===== config.mk =====
export PLATFORM = sky130hd
export DESIGN_NAME = display_scheduler_flat
export DESIGN_NICKNAME = d
export VERILOG_FILES = /design/src/rtl/display_scheduler_pkg.sv /design/src/rtl/display_scheduler_if.sv /design/src/rtl/display_scheduler_seg7_decode.sv /design/src/rtl/display_scheduler.sv /design/src/flat_wrapper.sv
export SDC_FILE = /design/constraint.sdc
export NUM_CORES = 1
export LEC_CHECK = 0
export BUFFER_PORTS_ARGS = -buffer_cell sky130_fd_sc_hd__buf_4
export CORE_AREA = 8 8 152 168
export DETAILED_ROUTE_END_ITERATION = 8
export DIE_AREA = 0 0 160 176
export GPL_ROUTABILITY_DRIVEN = 1
export MAX_ROUTING_LAYER = met4
export PLACE_DENSITY_LB_ADDON = 0.08
export SKIP_CTS_REPAIR_TIMING = 1
export SYNTH_ARGS = -nofsm -noshare
export SYNTH_HDL_FRONTEND = slang
export SYNTH_HIERARCHICAL = 1
export SYNTH_SLANG_ARGS = --single-unit

===== constraint.sdc =====
create_clock -name clk -period 2.2 [get_ports clk]
set_clock_uncertainty 0.1 [all_clocks]
set_input_delay 0.44 -clock clk [delete_from_list [all_inputs] [get_ports clk]]
set_output_delay 0.44 -clock clk [all_outputs]
set_load 0.05 [all_outputs]

===== src/rtl/display_scheduler_pkg.sv =====
// Shared digit codes, FSM states and requester ids for the blackjack
// seven-segment display scheduler.
package bj_disp_pkg;

    localparam logic [3:0] D0 = 4'd0;
    localparam logic [3:0] D1 = 4'd1;
    localparam logic [3:0] D2 = 4'd2;
    localparam logic [3:0] D3 = 4'd3;
    localparam logic [3:0] D4 = 4'd4;
    localparam logic [3:0] D5 = 4'd5;
    localparam logic [3:0] D6 = 4'd6;
    localparam logic [3:0] D7 = 4'd7;
    localparam logic [3:0] D8 = 4'd8;
    localparam logic [3:0] D9 = 4'd9;
    localparam logic [3:0] Db = 4'd10;
    localparam logic [3:0] Dd = 4'd11;
    localparam logic [3:0] DA = 4'd12;
    localparam logic [3:0] DN = 4'd13;

    localparam logic [1:0] ID_RESULT = 2'd0;
    localparam logic [1:0] ID_DEALER = 2'd1;
    localparam logic [1:0] ID_PLAYER = 2'd2;
    localparam logic [1:0] ID_BET    = 2'd3;

    typedef enum logic [1:0] {
        S_ARB,
        S_CONV,
        S_COMMIT,
        S_HOLD
    } state_t;

    function automatic logic [3:0] tag_of(input logic [1:0] id);
        logic [3:0] t;
        unique case (id)
            ID_RESULT: t = DA;
            ID_DEALER: t = Dd;
            ID_PLAYER: t = DN;
            ID_BET:    t = Db;
        endcase
        return t;
    endfunction

endpackage


===== src/rtl/display_scheduler_if.sv =====
// Frame request bus between the game requesters and the display
// scheduler.
interface display_scheduler_if;
    logic [3:0]  req_valid;
    logic [3:0]  req_fmt;
    logic [23:0] req_hi;
    logic [23:0] req_lo;
    logic [3:0]  req_ack;

    modport master (
        output req_valid, req_fmt, req_hi, req_lo,
        input  req_ack
    );

    modport slave (
        input  req_valid, req_fmt, req_hi, req_lo,
        output req_ack
    );
endinterface


===== src/rtl/display_scheduler_seg7_decode.sv =====
// Digit code to active-low segment pattern, bit 0 = a .. bit 6 = g.
module seg7_decode
    import bj_disp_pkg::*;
(
    input  logic [3:0] code,
    output logic [6:0] seg
);
    always_comb begin
        seg = 7'b1000000;
        unique case (code)
            D0:      seg = 7'b1000000;
            D1:      seg = 7'b1111001;
            D2:      seg = 7'b0100100;
            D3:      seg = 7'b0110000;
            D4:      seg = 7'b0011001;
            D5:      seg = 7'b0010010;
            D6:      seg = 7'b0000010;
            D7:      seg = 7'b1111000;
            D8:      seg = 7'b0000000;
            D9:      seg = 7'b0010000;
            Db:      seg = 7'b0000011;
            Dd:      seg = 7'b0100001;
            DA:      seg = 7'b0001000;
            DN:      seg = 7'b1111111;
            default: seg = 7'b1000000;
        endcase
    end
endmodule


===== src/rtl/display_scheduler.sv =====
// Arbitrates display frames, converts them to decimal digits,
// commits all four digits at once and scans the display.
module display_scheduler
    import bj_disp_pkg::*;
#(
    parameter int SCAN_DIV    = 5000,
    parameter int HOLD_CYCLES = 100_000_000
) (
    input  logic               clk,
    input  logic               reset_n,
    display_scheduler_if.slave bus,
    output logic [1:0]         shown_id,
    output logic               shown_valid,
    output logic               busy,
    output logic [3:0]         anode,
    output logic [6:0]         seg
);
    localparam int HW = $clog2(HOLD_CYCLES + 1);
    localparam int SW = $clog2(SCAN_DIV + 1);

    state_t         state, state_nxt;
    logic [1:0]     gnt_id, cur_id;
    logic           gnt_fmt, cur_fmt;
    logic [5:0]     gnt_hi, gnt_lo;
    logic           any_req, grant, preempt, hold_done;
    logic [2:0]     conv_cnt, ten_hi, ten_lo;
    logic [5:0]     rem_hi, rem_lo;
    logic [HW-1:0]  hold_cnt;
    logic [3:0][3:0] dig;
    logic [SW-1:0]  scan_cnt;
    logic [1:0]     scan_idx;
    logic [6:0]     seg_dec;

    // Lowest index wins: scanning downward leaves the lowest set bit.
    always_comb begin
        gnt_id  = ID_RESULT;
        gnt_fmt = 1'b0;
        gnt_hi  = '0;
        gnt_lo  = '0;
        for (int i = 3; i >= 0; i--) begin
            if (bus.req_valid[i]) begin
                gnt_id  = 2'(i);
                gnt_fmt = bus.req_fmt[i];
                gnt_hi  = bus.req_hi[6*i +: 6];
                gnt_lo  = bus.req_lo[6*i +: 6];
            end
        end
    end

    assign any_req   = |bus.req_valid;
    assign preempt   = bus.req_valid[0] && (shown_id != ID_RESULT);
    assign hold_done = hold_cnt == HW'(HOLD_CYCLES - 1);

    always_ff @(posedge clk or negedge reset_n) begin
        if (!reset_n) state <= S_ARB;
        else          state <= state_nxt;
    end

    always_comb begin
        state_nxt = state;
        unique case (state)
            S_ARB:    if (any_req) state_nxt = S_CONV;
            S_CONV:   if (conv_cnt == 3'd5) state_nxt = S_COMMIT;
            S_COMMIT: state_nxt = S_HOLD;
            S_HOLD:   if (preempt || hold_done) state_nxt = S_ARB;
            default:  state_nxt = S_ARB;
        endcase
    end

    always_comb begin
        grant = 1'b0;
        busy  = 1'b0;
        unique case (state)
            S_ARB:          grant = any_req;
            S_CONV, S_HOLD: busy  = 1'b1;
            default: ;
        endcase
    end

    always_ff @(posedge clk or negedge reset_n) begin
        if (!reset_n) begin
            bus.req_ack <= '0;
            cur_id      <= ID_RESULT;
            cur_fmt     <= 1'b0;
            rem_hi      <= '0;
            rem_lo      <= '0;
            ten_hi      <= '0;
            ten_lo      <= '0;
            conv_cnt    <= '0;
            hold_cnt    <= '0;
            dig         <= {4{DN}};
            shown_id    <= ID_RESULT;
            shown_valid <= 1'b0;
        end else begin
            bus.req_ack <= '0;
            if (grant) begin
                bus.req_ack <= 4'b0001 << gnt_id;
                cur_id      <= gnt_id;
                cur_fmt     <= gnt_fmt;
                rem_hi      <= gnt_hi;
                rem_lo      <= gnt_lo;
                ten_hi      <= '0;
                ten_lo      <= '0;
                conv_cnt    <= '0;
            end
            // Six subtract-10 steps cover the full 0..63 range.
            if (state == S_CONV) begin
                conv_cnt <= conv_cnt + 3'd1;
                if (rem_hi >= 6'd10) begin
                    rem_hi <= rem_hi - 6'd10;
                    ten_hi <= ten_hi + 3'd1;
                end
                if (rem_lo >= 6'd10) begin
                    rem_lo <= rem_lo - 6'd10;
                    ten_lo <= ten_lo + 3'd1;
                end
            end
            if (state == S_COMMIT) begin
                dig[3]      <= cur_fmt ? tag_of(cur_id) : {1'b0, ten_hi};
                dig[2]      <= cur_fmt ? DN : rem_hi[3:0];
                dig[1]      <= {1'b0, ten_lo};
                dig[0]      <= rem_lo[3:0];
                shown_id    <= cur_id;
                shown_valid <= 1'b1;
                hold_cnt    <= '0;
            end
            if (state == S_HOLD) hold_cnt <= hold_cnt + 1'b1;
        end
    end

    seg7_decode u_dec (
        .code (dig[~scan_idx]),
        .seg  (seg_dec)
    );

    always_ff @(posedge clk or negedge reset_n) begin
        if (!reset_n) begin
            scan_cnt <= '0;
            scan_idx <= '0;
            anode    <= 4'b1111;
            seg      <= 7'b1111111;
        end else begin
            if (scan_cnt == SW'(SCAN_DIV - 1)) begin
                scan_cnt <= '0;
                scan_idx <= scan_idx + 2'd1;
            end else begin
                scan_cnt <= scan_cnt + 1'b1;
            end
            anode <= ~(4'b1000 >> scan_idx);
            seg   <= seg_dec;
        end
    end

endmodule


===== src/flat_wrapper.sv =====
// flat-port wrapper written by rule: the top's interface ports become plain ports
module display_scheduler_flat import bj_disp_pkg::*;
#(
    parameter int SCAN_DIV    = 5000,
    parameter int HOLD_CYCLES = 100_000_000
)
  (clk, reset_n, shown_id, shown_valid, busy, anode, seg, bus_req_valid, bus_req_fmt, bus_req_hi, bus_req_lo, bus_req_ack);
  display_scheduler_if bus_i ();
  input  logic clk;
  input  logic reset_n;
  output logic [1:0] shown_id;
  output logic shown_valid;
  output logic busy;
  output logic [3:0] anode;
  output logic [6:0] seg;
  input wire logic [$bits(bus_i.req_valid)-1:0] bus_req_valid;
  input wire logic [$bits(bus_i.req_fmt)-1:0] bus_req_fmt;
  input wire logic [$bits(bus_i.req_hi)-1:0] bus_req_hi;
  input wire logic [$bits(bus_i.req_lo)-1:0] bus_req_lo;
  output wire logic [$bits(bus_i.req_ack)-1:0] bus_req_ack;
  assign bus_i.req_valid = bus_req_valid;
  assign bus_i.req_fmt = bus_req_fmt;
  assign bus_i.req_hi = bus_req_hi;
  assign bus_i.req_lo = bus_req_lo;
  assign bus_req_ack = bus_i.req_ack;
  display_scheduler #(.SCAN_DIV(SCAN_DIV), .HOLD_CYCLES(HOLD_CYCLES)) u_core (.clk(clk), .reset_n(reset_n), .bus(bus_i), .shown_id(shown_id), .shown_valid(shown_valid), .busy(busy), .anode(anode), .seg(seg));
endmodule

; ---- Word-level counts from Yosys, hierarchy flattened
; Memory sizes are Yosys's and may differ from the RTL's. A register that Yosys moved wholly into a read port is not among the register bits.
; Cells that the tools add are included.
[totals]
wordCells = 103
mem_count = 1
output_inout_bits = 19
register_bits = 95
romBits = 112
input_bits = 58
[mem_list]
columns = memory, depth, word_bits, read_ports, rd_clocked_by_memory_dff, write_ports, line
row1 = (name not given), 16, 7, 1, 1, 0, display_scheduler_seg7_decode.sv:10  ; unique case (code)
[classes]
eq_ne = 12
addsub = 8
mux = 45
n_reduce_logical = 11
shift = 2
n_bitwise = 2
order_cmp = 3
[op_table]
columns = op, count
row1 = $mux W6, 14
row2 = $mux W27, 2
row3 = $add A27 B1 Y27 const B, 1
row4 = $eq A27 B27 Y1 const B, 1
row5 = $mux W3, 8
row6 = $mux W4, 4
row7 = $pmux W4 S4, 1
row8 = $mux W2, 7
row9 = $add A13 B1 Y13 const B, 1
row10 = $eq A13 B13 Y1 const B, 1
row11 = $mux W13, 1
row12 = $ge A6 B4 Y1 const B, 2
row13 = $sub A6 B4 Y6 const B, 2
row14 = $add A3 B1 Y3 const B, 3
row15 = $bmux W4 S2, 1
row16 = $eq A2 B2 Y1 const B, 4
row17 = $pmux W2 S4, 1
row18 = $mux W1, 6
row19 = $ne A2 B1 Y1 const B, 3
row20 = $reduce_bool A2 Y1, 3
row21 = $eq A2 B1 Y1 const B, 2
row22 = $logic_not A2 Y1, 2
row23 = $not A4 Y4, 1
row24 = $reduce_or A4 Y1, 1
row25 = other kinds (11), 11

; ---- Longest topological paths before layout
[logic_depth]
word_depth = 7
mapped_depth = 7

; ---- Modules after synthesis
; Netlist, hierarchy kept.
[by_module_without_submodules]
columns = mod, seq_area_each_um2, cells_each, n_inst, area_per_inst_um2
row1 = display_scheduler, 2581.2, 512, 1, 5326.4
row2 = seg7_decode, 0.0, 36, 1, 246.5

; ---- Least setup slack after synthesis
; No wires, ideal clock.
[synth_path]
path_kind = reg2reg
from = register u_core.scan_idx[0]
to = register u_core.seg[0]
period_less_slack_ns = 2.045
path_slack_ns = 0.155
setup_time_ns = 0.077
path_buffers = 1
arrival_ns = 1.867
stages_incl_launch_ff = 8
path_cell_list = dfrtp_1 -> clkbuf_1 -> mux4_2 -> inv_1 -> ha_1 -> nand2b_1 -> and3b_1 -> a31oi_1
[synth_via]
elab_chain_len = 3
[synth_lines]
columns = element, line
row1 = start: declaration, display_scheduler.sv:31  ; logic [1:0] scan_idx;
row2 = start signal: assignment, display_scheduler.sv:145  ; scan_idx <= scan_idx + 2'd1;
row3 = $not A2 Y2, display_scheduler.sv:132  ; .code (dig[~scan_idx]),
row4 = $bmux W4 S2, display_scheduler.sv:132
row5 = $mux W4 (not written as such), display_scheduler.sv:132
row6 = end: declaration, display_scheduler.sv:16  ; output logic [6:0] seg
; No other way between the ends. The select of a mux whose other input is x is not followed.
; A chain may end at the register's enable or synchronous reset.

; ---- Worst setup path in the final report
[layout_path]
from = register u_core.state[0]
to = output busy
[layout_via]
elab_chain_len = 3
word_cells_on_any_way = 4
cone_classes = 2 x eq/ne / 1 x mux / 1 x reduce/logical
[layout_lines]
columns = element, line
row1 = start: declaration, display_scheduler.sv:21  ; state_t state, state_nxt;
row2 = start signal: assignment, display_scheduler.sv:56  ; else state <= state_nxt;
row3 = $eq A2 B2 Y1 or $eq A2 B1 Y1 (tied branches), display_scheduler.sv:73  ; unique case (state)
row4 = $reduce_or A2 Y1 *, display_scheduler.sv:73
row5 = $mux W1 *, display_scheduler.sv:73
row6 = end: declaration, flat_wrapper.sv:13  ; output logic busy;
; Every way passes the cells marked *; elsewhere a longest branch is shown, timed or not.

==> results.ini <==
[yosys]
avgSynthCellArea_um2 = 10.2
synthTopCellsByCount = dfrtp_1 (79), nand2_1 (65), nor2_1 (33)
synth_xor_area_frac = 0.0204
ys_ff_latch = 102
yosys.area.top_type = dfrtp_1
yosys.area_share.simple = 0.194
synth.top_cells.by_area = dfrtp_1 (35%), dfstp_2 (11%), ha_1 (5.8%), nand2_1 (4.4%), mux2i_1 (3.8%)
synth_top_family_by_area = simple AND/OR/NAND/NOR gates
synthFlopType = dfrtp_1
ys.warnings.count = 6
syn_area_mm2 = 0.00557
async_flop_share = 1.00
netlist.area_leader.share = 0.355
synth_mux_area_frac = 0.0862
synth-compound-area-share = 0.145
synth_fa_ha_area_frac = 0.0584
yosysMostFrequentCell = dfrtp_1
syn-instance-count = 548
synth_fp_nets = 632
synth_cell_type_count = 62
synth-edff-count = 0
ys_seq_area_frac = 0.463

[floorplanning]
die_y_um = 176
die_w_um = 160
dieArea_mm2 = 0.0282
rows = 58
start_util = 0.246
core_mm2 = 0.0226
ios = 77

[final_layout]
post-route-cell-area_mm2 = 0.00698
final_nets = 722
fillerInstances = 2366
multi_input_area_mm2 = 0.00283
area_growth_syn_to_layout_pct = 25.2
seqCellArea_mm2 = 0.00258
post-route-util = 0.308
layout-drive-gt1-share = 0.288
diodes = 0

[pwr]
vdd.ir_drop.worst_v = 0.000471
p_per_area_mw_per_mm2 = 1140
totalPowerFinal_mw = 7.95
p_leak_nw = 3.10

[clock_network]
cts_max_path_buffers = 2
clock_sinks = 102
path_clk_slew_ns = 0.07
cts_buffers = 9
clock_latency_ns = 0.34
tritoncts = yes
htree_levels = 3
root_buffer = clkbuf_16

[critical_path]
r2r_end = u_core/state[0]
cp.depth = 4
crit_chain = ha_4, buf_4, or2_2, buf_4
r2r_setup_slack_ns = 0.15
reg2reg_depth = 4
cp_top_family = flip-flops
r2r_start = u_core/hold_cnt[19]
endpoint_kind = primary output
slowest_stage = dfrtp_2
crit_top_cell = buf_4
cpPeakStageDelay_ns = 0.45
crit_arrival_ns = 1.61
critPathKind = reg -> out
start_kind = register
crit_fanout = 7
cp_num_buf_inv = 2
required_ns = 1.66

[sta]
fmaxAchievable_mhz = 465
worstMarginPinSlew_ns = 0.555
finalHoldViolCount = 0
setup_viol = 0
rsz0062_at_grt = no
relSlewSlack = 0.628
fin_crit_sh = 0.977
slew_violations = 0
fin_ws_ns = 0.0506
post-route-min-period_ns = 2.15
setup-tns-final_ns = 0

[route]
wire_per_inst_um = 15.3
wl_um = 14400
vias = 4405
drc = 0
ant_nets = 0
drt-initial-drc-count = 176
routed_via_density = 4.67
dr.pass1.iters = 4

[min_path]
min_from = bus_req_valid[0]
min_path_cells = 2
holdCritPathClass = in -> reg
whs_endpoint = u_core/bus.req_ack[0]

[grt]
antenna_found_initial = 0
grt_pass1_vias = 4548
overflow = 0
grt_util_all_layers = 0.107
grt_max_degree = 37
grt_pass1_wl_um = 24000

[flow_run]
maxCapViolCount = 0

[place]
dp_slack_ns = 0.180
io_buffers = 76
post_dp_cell_area_mm2 = 0.00661
post-dp-hpwl_um = 10900
place.gp.congestion = 0.757

[outcome]
outcome = finished clean

==> sequential cells by signal, indices dropped and copies added, names as in the netlist, 3 cells and up <==
name	flops
u_core/anode	4
u_core/bus.req_ack	4
u_core/conv_cnt	3
u_core/scan_cnt	13
u_core/rem_hi	6
u_core/ten_hi	3
u_core/seg	7
u_core/dig	16
u_core/hold_cnt	27
u_core/rem_lo	6
u_core/ten_lo	3
==> area by class of cell <==
type,instances,area share
clock buffers,9,0.0323
multi-input cells,400,0.405
well taps,300,0.0538
repair buffers,104,0.116
inverters,21,0.0113
flip-flops and latches,102,0.370
clock inverters,7,0.0115
==> worst max path at each step <==
stage / end / from
3_5_place_dp: u_core/seg[0] / u_core/scan_idx[0]
2_1_floorplan: u_core/seg[0] / u_core/scan_idx[0]
3_3_place_gp: busy / u_core/state[0]
4_1_cts: busy / u_core/state[0]
6_report: busy / u_core/state[0]
5_1_grt: busy / u_core/state[1]
==> stage by stage <==
step,std cells,hold slack (ns)
finish,943,0.310
global route,943,0.309
CTS,938,-0.0728
detailed placement,922,0.308
global placement,922,0.314
floorplan,548,0.0444
==> power breakdown <==
part | internal (mW) | switching [mW]
Clock | 0.899 | 0.756
Combinational | 1.50 | 1.91
Sequential | 2.47 | 0.421
Total | 4.87 | 3.09
==> cells in the final DEF (no fill, tap or decap), types with 3 or more instances in the layout <==
master     Yosys  routed
xnor2_1        5       5
xor2_1         8       8
clkbuf_16      0       9
mux4_2         4       4
or2_2          3       3
o211ai_1       6       6
a221oi_1      13      13
and3_1        11      11
nor2b_1       17      17
o21a_1         3       3
o31ai_1       14      14
a21oi_1       11      11
ha_1          26      24
and2_1         4       4
o21ai_0       28      28
mux2i_1       21      21
o22ai_1        5       5
nand4_1       14      14
mux2_2        16      16
and4_1         7       7
nand2_1       65      65
o221a_2        5       5
nand3_1       22      22
dfstp_2       23      23
inv_1         20      20
nor3_1         5       5
nand2b_1       6       6
buf_4          0     101
a31oi_1        6       6
or4_1          4       4
nor2_1        33      33
o31a_1         8       8
dfrtp_1       79      77
==> routing by layer <==
metal,up-vias,global-route usage,wire [µm]
met1,2106,0.144,7440
li1,2185,-,-
met3,15,0.0219,510
met4,0,0.0343,183
met2,99,0.160,6310
met5,-,-,0
==> logic make-up (layout without fill, tap and decap cells) <==
family,Yosys count,count (layout)
compound gates,112,112
xor+xnor,13,13
fa+ha+maj,26,26
buf+inv,46,141
flops,102,102
mux,41,41
simple gates,208,208
(Power assumes the default switching activity.)
